**config.mk**
```make
export PLATFORM = sky130hd
export DESIGN_NAME = ring_pe_nic
export DESIGN_NICKNAME = d
export VERILOG_FILES = /design/src/rtl/ring_pkg.sv /design/src/rtl/ring_sync_fifo.sv /design/src/rtl/ring_pe_nic.sv
export SDC_FILE = /design/constraint.sdc
export NUM_CORES = 1
export LEC_CHECK = 0
export CAP_MARGIN = 5
export CORE_MARGIN = 2
export CORE_UTILIZATION = 45
export DETAILED_ROUTE_END_ITERATION = 10
export HOLD_SLACK_MARGIN = 0.02
export PLACE_DENSITY = 0.78
export SETUP_SLACK_MARGIN = 0.4
export SLEW_MARGIN = 20
export SYNTH_ARGS = -nofsm -noshare
export SYNTH_HDL_FRONTEND = slang
export SYNTH_SLANG_ARGS = --single-unit
```
**constraint.sdc**
```tcl
create_clock -name clk -period 11.2 [get_ports clk]
set_clock_uncertainty 0.2 [all_clocks]
set_input_delay 1.12 -clock clk [delete_from_list [all_inputs] [get_ports clk]]
set_output_delay 1.12 -clock clk [all_outputs]
set_load 0.02 [all_outputs]
```
**src/rtl/ring_pkg.sv**
```systemverilog
// Shared definitions for the gold ring PE NIC: packet layout, routing
// constants and the minimal-direction route helper.
package ring_pkg;

   localparam int VC_BIT  = 63;
   localparam int DIR_BIT = 62;
   localparam int HOP_MSB = 55;
   localparam int HOP_LSB = 48;
   localparam int SRC_MSB = 47;
   localparam int SRC_LSB = 32;
   localparam int PAY_MSB = 31;
   localparam int PAY_LSB = 0;

   localparam logic       DIR_CW     = 1'b0;
   localparam logic       DIR_CCW    = 1'b1;
   localparam logic [7:0] HOP_1      = 8'h01;
   localparam logic [7:0] HOP_2      = 8'h03;
   localparam int         RING_NODES = 4;

   typedef struct packed {
      logic       dir;
      logic [7:0] hop;
      logic       self;   // destination is this node, nothing to send
   } route_t;

   typedef enum logic {TX_IDLE, TX_OFFER} tx_state_t;

   // d is the clockwise distance (dest - self) mod 4; the two-hop tie goes clockwise
   function automatic route_t route(input logic [1:0] d);
      route_t r;
      r.dir  = DIR_CW;
      r.hop  = HOP_1;
      r.self = 1'b0;
      case (d)
         2'd0: r.self = 1'b1;
         2'd1: r.hop  = HOP_1;
         2'd2: r.hop  = HOP_2;
         2'd3: r.dir  = DIR_CCW;
         default: r.self = 1'b1;
      endcase
      return r;
   endfunction

endpackage

```
**src/rtl/ring_sync_fifo.sv**
```systemverilog
// Synchronous FIFO with combinational head read. Pointers carry one extra
// bit so full and empty are distinguishable; push while full is accepted
// only together with a pop, and a pop while empty is ignored.
module ring_sync_fifo #(
   parameter int WIDTH = 8,
   parameter int DEPTH = 4
) (
   input  logic                       clk,
   input  logic                       reset,
   input  logic                       push,
   input  logic [WIDTH-1:0]           wr_data,
   input  logic                       pop,
   output logic [WIDTH-1:0]           rd_data,
   output logic                       empty,
   output logic                       full,
   output logic [$clog2(DEPTH):0]     count
);
   localparam int AW = $clog2(DEPTH);

   logic [WIDTH-1:0] mem [DEPTH];
   logic [AW:0]      wr_ptr, rd_ptr;
   logic             do_push, do_pop;

   assign count   = wr_ptr - rd_ptr;
   assign empty   = (count == '0);
   assign full    = (count == (AW+1)'(DEPTH));
   assign do_pop  = pop && !empty;
   assign do_push = push && (!full || do_pop);
   assign rd_data = mem[rd_ptr[AW-1:0]];

   // pointer update; storage itself needs no reset
   always_ff @(posedge clk) begin
      if (!reset) begin
         wr_ptr <= '0;
         rd_ptr <= '0;
      end else begin
         if (do_push) wr_ptr <= wr_ptr + 1'b1;
         if (do_pop)  rd_ptr <= rd_ptr + 1'b1;
      end
   end

   // storage write
   always_ff @(posedge clk) begin
      if (do_push) mem[wr_ptr[AW-1:0]] <= wr_data;
   end

endmodule

```
**src/rtl/ring_pe_nic.sv**
```systemverilog
// PE-side NIC for one gold ring node: routes core requests into 63-bit
// packets (vc added at injection from polarity), offers them on pesi/peri,
// and buffers ejected packets for the core.
module ring_pe_nic
   import ring_pkg::*;
#(
   parameter int NODE_ID  = 0,
   parameter int TX_DEPTH = 4,
   parameter int RX_DEPTH = 4
) (
   input  logic        clk,
   input  logic        reset,
   input  logic        polarity,
   input  logic        req_valid,
   output logic        req_ready,
   input  logic [1:0]  req_dest,
   input  logic [31:0] req_payload,
   output logic        req_err,
   output logic        pesi,
   input  logic        peri,
   output logic [63:0] pedi,
   input  logic        peso,
   output logic        pero,
   input  logic [63:0] pedo,
   output logic        rx_valid,
   input  logic        rx_ready,
   output logic [15:0] rx_source,
   output logic [31:0] rx_payload,
   output logic [15:0] tx_count,
   output logic [15:0] rx_count
);
   localparam int          TAW  = $clog2(TX_DEPTH);
   localparam int          RAW  = $clog2(RX_DEPTH);
   localparam logic [1:0]  SELF = 2'(NODE_ID);

   // ---------------- TX side ----------------
   route_t      rt;
   logic [62:0] tx_pkt, tx_head;
   logic        tx_push, tx_pop, tx_empty, tx_full, accept;
   logic [TAW:0] tx_occ;
   tx_state_t   state, state_nxt;
   logic        offer;

   assign rt        = route(req_dest - SELF);
   assign tx_pkt    = {rt.dir, 6'b0, rt.hop, 16'(NODE_ID), req_payload};
   assign req_ready = reset && !tx_full;
   assign accept    = req_valid && req_ready;
   assign tx_push   = accept && !rt.self;
   assign tx_pop    = pesi && peri;
   assign pesi      = reset && offer;
   assign pedi      = pesi ? {polarity, tx_head} : 64'd0;

   ring_sync_fifo #(.WIDTH(63), .DEPTH(TX_DEPTH)) u_tx_fifo (
      .clk(clk), .reset(reset), .push(tx_push), .wr_data(tx_pkt),
      .pop(tx_pop), .rd_data(tx_head), .empty(tx_empty), .full(tx_full),
      .count(tx_occ)
   );

   // TX FSM state register
   always_ff @(posedge clk) begin
      if (!reset) state <= TX_IDLE;
      else        state <= state_nxt;
   end

   // TX FSM next state: stay offering while entries remain after a handshake
   always_comb begin
      state_nxt = state;
      offer     = 1'b0;
      case (state)
         TX_IDLE:  if (!tx_empty) state_nxt = TX_OFFER;
         TX_OFFER: begin
            offer = 1'b1;
            if (peri && tx_occ == (TAW+1)'(1) && !tx_push) state_nxt = TX_IDLE;
         end
         default:  state_nxt = TX_IDLE;
      endcase
   end

   // injection counter and self-destination error pulse
   always_ff @(posedge clk) begin
      if (!reset) begin
         tx_count <= '0;
         req_err  <= 1'b0;
      end else begin
         if (tx_pop) tx_count <= tx_count + 16'd1;
         req_err <= accept && rt.self;
      end
   end

   // ---------------- RX side ----------------
   logic [47:0]  rx_head;
   logic         rx_push, rx_pop, rx_empty, rx_full, pero_q;
   logic [RAW:0] rx_occ, rx_occ_nxt;
   logic         unused_pedo;

   assign unused_pedo = ^pedo[63:48];
   assign pero        = reset && pero_q;
   assign rx_push     = peso && pero && !rx_full;
   assign rx_valid    = reset && !rx_empty;
   assign rx_pop      = rx_valid && rx_ready;
   assign rx_source   = rx_head[47:32];
   assign rx_payload  = rx_head[31:0];
   assign rx_occ_nxt  = rx_occ + (RAW+1)'(rx_push) - (RAW+1)'(rx_pop);

   ring_sync_fifo #(.WIDTH(48), .DEPTH(RX_DEPTH)) u_rx_fifo (
      .clk(clk), .reset(reset), .push(rx_push), .wr_data(pedo[SRC_MSB:PAY_LSB]),
      .pop(rx_pop), .rd_data(rx_head), .empty(rx_empty), .full(rx_full),
      .count(rx_occ)
   );

   // pero registered from next occupancy so it never follows peso combinationally
   always_ff @(posedge clk) begin
      if (!reset) begin
         pero_q   <= 1'b0;
         rx_count <= '0;
      end else begin
         pero_q <= (rx_occ_nxt < (RAW+1)'(RX_DEPTH));
         if (rx_push) rx_count <= rx_count + 16'd1;
      end
   end

endmodule

```
Yosys cells after proc, flatten, opt, wreduce, memory -nomap -nowiden --
Memory sizes are Yosys's and may differ from the RTL's. A register that Yosys moved wholly into a read port is not among the register bits. Index checks and enable logic that the tools add are counted. Widths: inputs -> output; s select.
Storage, ports and cells: bits in registers 47, memory bits (writable) 332, bits of input ports 105, output and inout bits 149, word-level logic and storage cells 72, memories kept 2
Memories:
- u_rx_fifo.mem | depth 4, width 48, read ports 1, clocked after memory_dff 1, write ports 1, RTL line ring_sync_fifo.sv:20 | logic [WIDTH-1:0] mem [DEPTH];
- u_tx_fifo.mem | depth 4, width 35, read ports 1, clocked after memory_dff 1, write ports 1, RTL line ring_sync_fifo.sv:20
Cells by class: $add $sub $neg 10, $lt $le $gt $ge 1, equality and inequality tests 5, muxes and demuxes 16, bitwise logic cells 1, reduce and logical (&&, ||, !) cells 28
Operators by type and width (number):
- $mux 64 | 1
- $add 16x1->16 const B | 2
- $logic_and 1x1->1 | 17
- $add 3x1->3 const B | 4
- $mux 2 | 5
- $mux 1 | 9
- $eq 3x3->1 const B | 2
- $logic_not 1->1 | 6
- $logic_not 3->1 | 2
- $sub 3x3->3 | 2
- $eq 2x2->1 const B | 2
- $add 3x1->3 | 1
- $eq 3x1->1 const B | 1
- $lt 3x3->1 const B | 1
- $sub 3x1->3 | 1
- $logic_not 2->1 | 1
- $logic_or 1x1->1 | 2
- $pmux 1 s2 | 1
- $not 1->1 | 1

Longest topological paths before layout --
Gate-level depths: netlist of the first run.
depth after elaboration 10, gate-level depth with buffers 13, gate-level depth less buffers 13

Cells and area by module --
From an unflattened synthesis of the first run, not the netlist that was laid out.
Unflattened totals: cell total of the unflattened synthesis 967, area total of the unflattened synthesis 19105.8 sq um
Modules (own cells, without submodules):
- ring_sync_fifo at u_tx_fifo | times used 1, cells an instance 386, area an instance 9567.9 sq um, sequential area each 7727.4 sq um
- ring_sync_fifo at u_rx_fifo | times used 1, cells an instance 307, area an instance 7414.6 sq um, sequential area each 5925.7 sq um
- ring_pe_nic | times used 1, cells an instance 274, area an instance 2123.3 sq um, sequential area each 700.7 sq um

Worst setup path after synthesis of the first run --
Ideal clock, no wire load.
path type in2reg, from in reset, to mem u_rx_fifo.mem[3][0] (enable), library setup time 473 ps, arrival 3918 ps, data required time 10527 ps, setup slack 6610 ps, cell stages on the path 3, path buffers 1, cell sequence clkbuf_1 > nand4_1 > a21oi_1
On the way: longest elaborated chain between the ends 7, elaborated cells between the ends (all ways) 10, classes of those cells mux (2); reduce/logical (8)
RTL lines:
- start, declared | RTL line ring_pe_nic.sv:12 | input logic reset,
- $logic_and 1x1->1 | RTL line ring_pe_nic.sv:99 | assign rx_valid = reset && !rx_empty;
- $logic_and 1x1->1 | RTL line ring_pe_nic.sv:100 | assign rx_pop = rx_valid && rx_ready;
- $logic_and 1x1->1 | RTL line ring_sync_fifo.sv:27 | assign do_pop = pop && !empty;
- $logic_or 1x1->1 | RTL line ring_sync_fifo.sv:28 | assign do_push = push && (!full || do_pop);
- $logic_and 1x1->1 (*) | RTL line ring_sync_fifo.sv:28
- $mux 1 (*) | RTL line ring_sync_fifo.sv:44 | if (do_push) mem[wr_ptr[AW-1:0]] <= wr_data;
- $mux 1 (not written as such) (*) | RTL line ring_sync_fifo.sv:44
- end, declared | RTL line ring_sync_fifo.sv:20
Mark *: on every way between the ends. The rest lies on a longest branch, timed or not.

Worst setup path after layout of the first run --
from in reset, to out pedi[19]
On the way: longest elaborated chain between the ends 2
RTL lines:
- $logic_and 1x1->1 | RTL line ring_pe_nic.sv:50 | assign pesi = reset && offer;
- $mux 64 | RTL line ring_pe_nic.sv:51 | assign pedi = pesi ? {polarity, tx_head} : 64'd0;
- end, declared | RTL line ring_pe_nic.sv:21 | output logic [63:0] pedi,
Every way passes these cells.

==> results of run 1 <==
## metrics by stage
stage,hold WS [ns],util [%],cells,cell area [um2],setup slack [ns]
6_report,0.276,57.1,1485,18500,6.00
5_1_grt,0.299,57.1,1485,18500,5.81
4_1_cts,0.285,57.0,1484,18500,5.99
3_5_place_dp,0.274,53.4,1414,17300,6.00
3_3_place_gp,0.255,53.4,1414,17300,6.06
2_1_floorplan,0.239,-,812,14900,6.61
## final timing paths
path,start,end,cells after the start
setup / recovery,reset,pedi[19],4
hold / removal,u_tx_fifo.wr_ptr[2],u_tx_fifo.wr_ptr[2],1
hold reg to reg,u_tx_fifo.wr_ptr[2],u_tx_fifo.wr_ptr[2],1
setup reg to reg,u_rx_fifo.wr_ptr[0],u_rx_fifo.mem[0][32],7
## power breakdown
group,switching (W),leakage [nW],internal (W)
logic,0.000312,1.95,0.000312
registers,0.0000317,3.38,0.00158
clock network,0.000502,0.576,0.000694
## synthesized netlist by cell type (2+ instances only)
cell type / number / area share (%)
a21oi_1: 24 / 0.81
and2_1: 45 / 1.9
and3_1: 3 / 0.13
and4_1: 4 / 0.24
buf_1: 4 / 0.10
buf_2: 6 / 0.20
buf_4: 29 / 1.5
clkbuf_1: 22 / 0.56
dfxtp_1: 51 / 6.9
edfxtp_1: 328 / 67
fa_1: 2 / 0.27
ha_1: 16 / 1.4
inv_1: 8 / 0.20
mux2i_1: 5 / 0.34
mux4_2: 82 / 13
nand2_1: 33 / 0.84
nand3_1: 17 / 0.58
nand4_1: 6 / 0.25
nor2_1: 23 / 0.59
nor3_1: 2 / 0.068
o211ai_1: 2 / 0.10
o21ai_0: 14 / 0.47
o31ai_1: 10 / 0.51
or3_1: 6 / 0.25
or3_2: 2 / 0.10
or4_1: 9 / 0.46
xnor2_1: 4 / 0.24
xor2_1: 11 / 0.65
## cell families after synthesis
logic type      share of synthesized area (%)
fa+ha+maj                                1.63
flops                                    73.7
compound gates                           2.37
mux                                      12.9
other cells                            0.0254
buf+inv                                  2.57
xor+xnor                                 1.21
simple gates                             5.65
## area by class of cell
class | count | area [um2] | area share, %
Inverter | 9 | 33.8 | 0.183
Multi-Input combinational cell | 363 | 3630 | 19.6
Clock inverter | 14 | 81.3 | 0.440
Tap cell | 442 | 553 | 2.99
Clock buffer | 56 | 1110 | 6.02
Timing Repair Buffer | 222 | 2210 | 11.9
Sequential cell | 379 | 10900 | 58.8
## cell usage in the layout (no fill, tap or decap), drive strengths merged, types with 5 or more instances in the layout
cell type / Yosys / layout
mux4: 82 / 82
nand3: 17 / 17
mux2i: 5 / 5
or4: 9 / 9
ha: 16 / 16
a21oi: 24 / 24
edfxtp: 328 / 328
o21ai: 14 / 14
nand2: 33 / 33
inv: 8 / 8
and2: 45 / 45
buf: 39 / 13
clkinv: 1 / 14
clkdlybuf4s50: 0 / 209
xor2: 11 / 11
o31ai: 10 / 10
nor2: 23 / 23
clkbuf: 22 / 56
nand4: 6 / 6
dfxtp: 51 / 51
conb: 1 / 28
or3: 8 / 8
## metal layers
| metal | global-route usage [%] | routed length (um) | vias to the layer above |
|---|---|---|---|
| li1 | - | - | 3518 |
| met1 | 21.8 | 11600 | 3906 |
| met2 | 26.7 | 14100 | 224 |
| met3 | 3.07 | 1330 | 40 |
| met4 | 5.02 | 617 | 0 |
| met5 | 0 | 0 | - |
## sequential cells by signal (all words and copies together) (netlist names), 3 cells and up, named ones only
name	count
u_rx_fifo.mem	192
u_tx_fifo.mem	136
rx_count	16
tx_count	16
u_rx_fifo.rd_ptr	3
u_rx_fifo.wr_ptr	3
u_tx_fifo.rd_ptr	3
u_tx_fifo.wr_ptr	3
==> qor.yml, run 1 <==
power:
  p_leak_nw: 5.91
  irDropWorstVdd_uv: 119
  p_per_area_nw_per_um2: 186
  power_w: 0.00343
cts:
  h-tree-depth: 2
  clock-root-buffer: "clkbuf_16"
  cts_setup_buffers: 0
  cts.clk_slew.worst_paths_ns: 0.05
  clk_latency_ns: 0.51
  numCtsBuffers: 40
  postCtsHoldBufs: 0
  cts.sinks: 379
  cts_buffer_depth: 3
  cts_tree: "yes"
  cts_resized: 0
timing:
  max_freq_mhz: 192
  rsz0062_at_grt: "no"
  tightest_slew_ns: 0.989
  hold_viol: 0
  finalSetupTns_ns: 0
  finalCritPeriodShare_pct: 46.5
  setup_viol: 0
  drv_slew: 0
  slew_headroom_pct: 34.0
  period_minus_slack_ns: 5.20
floorplan:
  fp-row-count: 66
  die_area_um2: 34200
  ioPinCount: 254
  fp.dieH_um: 185
  die_w_um: 185
  core-area_um2: 32400
  floorplan.initialDensity_pct: 45.6
route:
  drt_iter0_markers: 384
  viasPerCell: 5.18
  vias: 7688
  first_pass_iters: 6
  wire_per_inst_um: 18.7
  ant_nets: 0
  wirelength_um: 27700
  drc: 0
worst_setup_path:
  crit_chain: "clkdlybuf4s50_1 -> and2_1 -> and2_1 -> clkdlybuf4s50_1"
  criticalPathCategory: "in -> out"
  r2r_slack_ns: 7.79
  required_ns: 9.88
  crit_slowest_cell: "clkdlybuf4s50_1"
  worst_setup_path_end_kind: "output port"
  critPathTopFamily: "buffers and inverters"
  arrival_ns: 3.88
  worstPathMaxFanout: 36
  cp-start-kind: "primary input"
  crit_buf_inv: 2
  slowest_delay_ns: 0.99
outcome:
  status: "finished clean"
logic_synthesis:
  postSynthCellCount: 785
  ys_seq_area_share_pct: 73.7
  synth_async_sr_flop_share_pct: 0
  synth_area_um2: 14800
  yosysWarnings: 0
  synth_edf_count: 328
  ys_types: 45
  ys_ff_latch: 379
  syn_avg_cell_area_um2: 18.8
  synth_flop_cell: "edfxtp_1"
min_path:
  holdCritPathClass: "reg -> reg"
grt:
  grt_pass1_wl_um: 42700
  grt_pass1_vias: 7946
  grt_max_degree: 50
  grt_usage_pct: 16.1
  gr-total-overflow: 0
  grt_antenna_before_repair: 0
place:
  dp_hpwl_um: 16800
  gp_congestion: 0.737
  io_buffers: 209
layout:
  final_nets: 1138
  syn_to_final_growth_pct: 25.4
  n_antenna_cell: 0
  fill_cells: 2492
  final_layout_size_suffix_gt1_share_pct: 15.1
job:
  max_cap_viol_count: 0
Power figures use the tool's default switching activity.
==> inputs of run 2 (changes only) <==
==> constraint.sdc (replaced) <==
create_clock -name clk -period 5.3 [get_ports clk]
set_clock_uncertainty 0.2 [all_clocks]
set_input_delay 0.53 -clock clk [delete_from_list [all_inputs] [get_ports clk]]
set_output_delay 0.53 -clock clk [all_outputs]
set_load 0.02 [all_outputs]
==> run 2 against run 1 <==
  * Register-to-register slack lost 6.1 ns
  * Critical path depth is the same
  * Critical endpoint is now pedi[26]
  * Clock power grew 120%
  * Via count shrank 0.57%
  * Worst hold slack lost 0.0039 ns
  * Sequential cell count is the same
  * Largest power group unchanged
  * Sequential power grew 110%
  * Sequential share of layout area shrank 0.40 points
  * Wire length grew 1.4%
  * Combinational power grew 110%
==> qor.yml, run 2 (synthesized netlist as in run 1, its figures left out) <==
layout:
  final_layout_size_suffix_gt1_share_pct: 16.0  # was 15.1%
  fin_cells: 1489  # was 1485
  final_cell_mix: "edfxtp_1, clkdlybuf4s50_1, mux4_2, dfxtp_1, clkbuf_16"  # was edfxtp_1, clkdlybuf4s50_1, mux4_2, dfxtp_1
  mostFrequentLayoutCell: "edfxtp_1"  # unchanged
  syn_to_final_growth_pct: 26.2  # was 25.4%
  fill_cells: 2450  # was 2492
  final_nets: 1139  # was 1138
  largest_reg_flops: 192  # unchanged
worst_setup_path:
  critPathTopFamily: "flip-flops"  # was buffers and inverters
  cp-start-kind: "flop"  # was primary input
  arrival_ns: 3.08  # was 3.88 ns
  criticalPathCategory: "reg -> out"  # was in -> out
  crit_chain: "buf_4 -> mux4_2 -> and2_1 -> clkdlybuf4s50_1"  # was clkdlybuf4s50_1 -> and2_1 -> and2_1 -> clkdlybuf4s50_1
  required_ns: 4.57  # was 9.88 ns
  worstPathMaxFanout: 25  # was 36
  slowest_delay_ns: 0.92  # was 0.99 ns
  worst_setup_path_end_kind: "output port"  # unchanged
  timing.rr.start: "u_rx_fifo.wr_ptr[0]"  # unchanged
  crit_buf_inv: 2  # unchanged
  crit_slowest_cell: "dfxtp_2"  # was clkdlybuf4s50_1
power:
  p_leak_nw: 5.96  # was 5.91 nW
  power_w: 0.00741  # was 0.00343 W
  p_per_area_nw_per_um2: 398  # was 186 nW/um2
  irDropWorstVdd_uv: 209  # was 119 uV
floorplan:
  die_area_um2: 34200  # unchanged
  fp-row-count: 66  # unchanged
  core-area_um2: 32400  # unchanged
  ioPinCount: 254  # unchanged
  floorplan.initialDensity_pct: 45.6  # unchanged
  die_w_um: 185  # unchanged
  fp.dieH_um: 185  # unchanged
cts:
  clk_latency_ns: 0.52  # was 0.51 ns
  cts_setup_buffers: 0  # unchanged
  cts_buffer_depth: 3  # unchanged
  clock-root-buffer: "clkbuf_16"  # unchanged
  numCtsBuffers: 40  # unchanged
  cts.clk_slew.worst_paths_ns: 0.05  # about the same
  cts_tree: "yes"  # unchanged
  postCtsHoldBufs: 0  # unchanged
  cts_resized: 0  # unchanged
  cts.sinks: 379  # unchanged
  h-tree-depth: 2  # unchanged
timing:
  slew_headroom_pct: 29.3  # was 34.0%
  drv_slew: 0  # unchanged
  max_freq_mhz: 263
  hold_viol: 0  # unchanged
  finalCritPeriodShare_pct: 71.8
  period_minus_slack_ns: 3.81
  rsz0062_at_grt: "no"  # unchanged
  hold_ws_ns: 0.272  # was 0.276 ns
  setup_viol: 0  # unchanged
  finalSetupTns_ns: 0  # unchanged
  tightest_slew_ns: 1.06  # was 0.989 ns
  layout_setup_ws_ns: 1.49  # was 6.00 ns
grt:
  grt_usage_pct: 16.4  # was 16.1%
  grt_pass1_wl_um: 43100  # was 42700 um
  grt_antenna_before_repair: 2  # was 0
  grt_pass1_vias: 7878  # was 7946
  grt_max_degree: 50  # unchanged
  gr-total-overflow: 0  # unchanged
route:
  first_pass_iters: 5  # was 6
  viasPerCell: 5.13  # was 5.18
  drt_iter0_markers: 411  # was 384
  wirelength_um: 28100  # was 27700 um
  drc: 0  # unchanged
  ant_nets: 0  # unchanged
  vias: 7644  # was 7688
  wire_per_inst_um: 18.9  # was 18.7 um
min_path:
  min_from: "u_tx_fifo.wr_ptr[2]"  # unchanged
  holdCritPathClass: "reg -> reg"  # unchanged
place:
  gp_congestion: 0.733  # was 0.737
  dp_cells: 1415  # was 1414
  post-place-ws_ns: 1.61  # was 6.00 ns
  io_buffers: 209  # unchanged
  dp_hpwl_um: 17400  # was 16800 um
job:
  max_cap_viol_count: 0  # unchanged
outcome:
  status: "finished clean"  # unchanged
run 2: per-stage QoR:
step	utilization, %	instance area [um2]
after floorplan	-	14900
after global placement	53.5	17300
after detailed placement	53.5	17300
after CTS	57.4	18600
after global routing	57.5	18600
final	57.5	18600
run 2: power breakdown:
group	switching, W	internal [W]
clock network	0.00107	0.00160
logic	0.000639	0.000664
registers	0.0000882	0.00334
run 2: layout make-up:
| cell class | instances | area (um2) | share of cell area, % |
|---|---|---|---|
| well taps | 442 | 553 | 2.97 |
| repair buffers | 223 | 2240 | 12.0 |
| clock buffers | 57 | 1140 | 6.12 |
| flip-flops and latches | 379 | 10900 | 58.4 |
| multi-input cells | 363 | 3630 | 19.5 |
| inverters | 9 | 33.8 | 0.181 |
| clock inverters | 14 | 143 | 0.766 |
| diodes | 2 | 5.00 | 0.0269 |
run 2: final timing paths:
kind	end	slack, ns	depth (start not counted)
max	pedi[26]	1.49	4
min	u_tx_fifo.wr_ptr[2]	0.27	1
max reg2reg	u_rx_fifo.mem[0][6]	1.74	7
min reg2reg	u_tx_fifo.wr_ptr[2]	0.27	1
run 2: routing by layer:
metal	routed length (um)	global-route usage [%]	vias up	share of wire (%)
li1	-	-	3528	-
met1	11900	21.4	3872	42
met2	14400	27.9	190	51
met3	1190	2.97	52	4.2
met4	642	5.33	2	2.3
met5	13	0	-	0.046
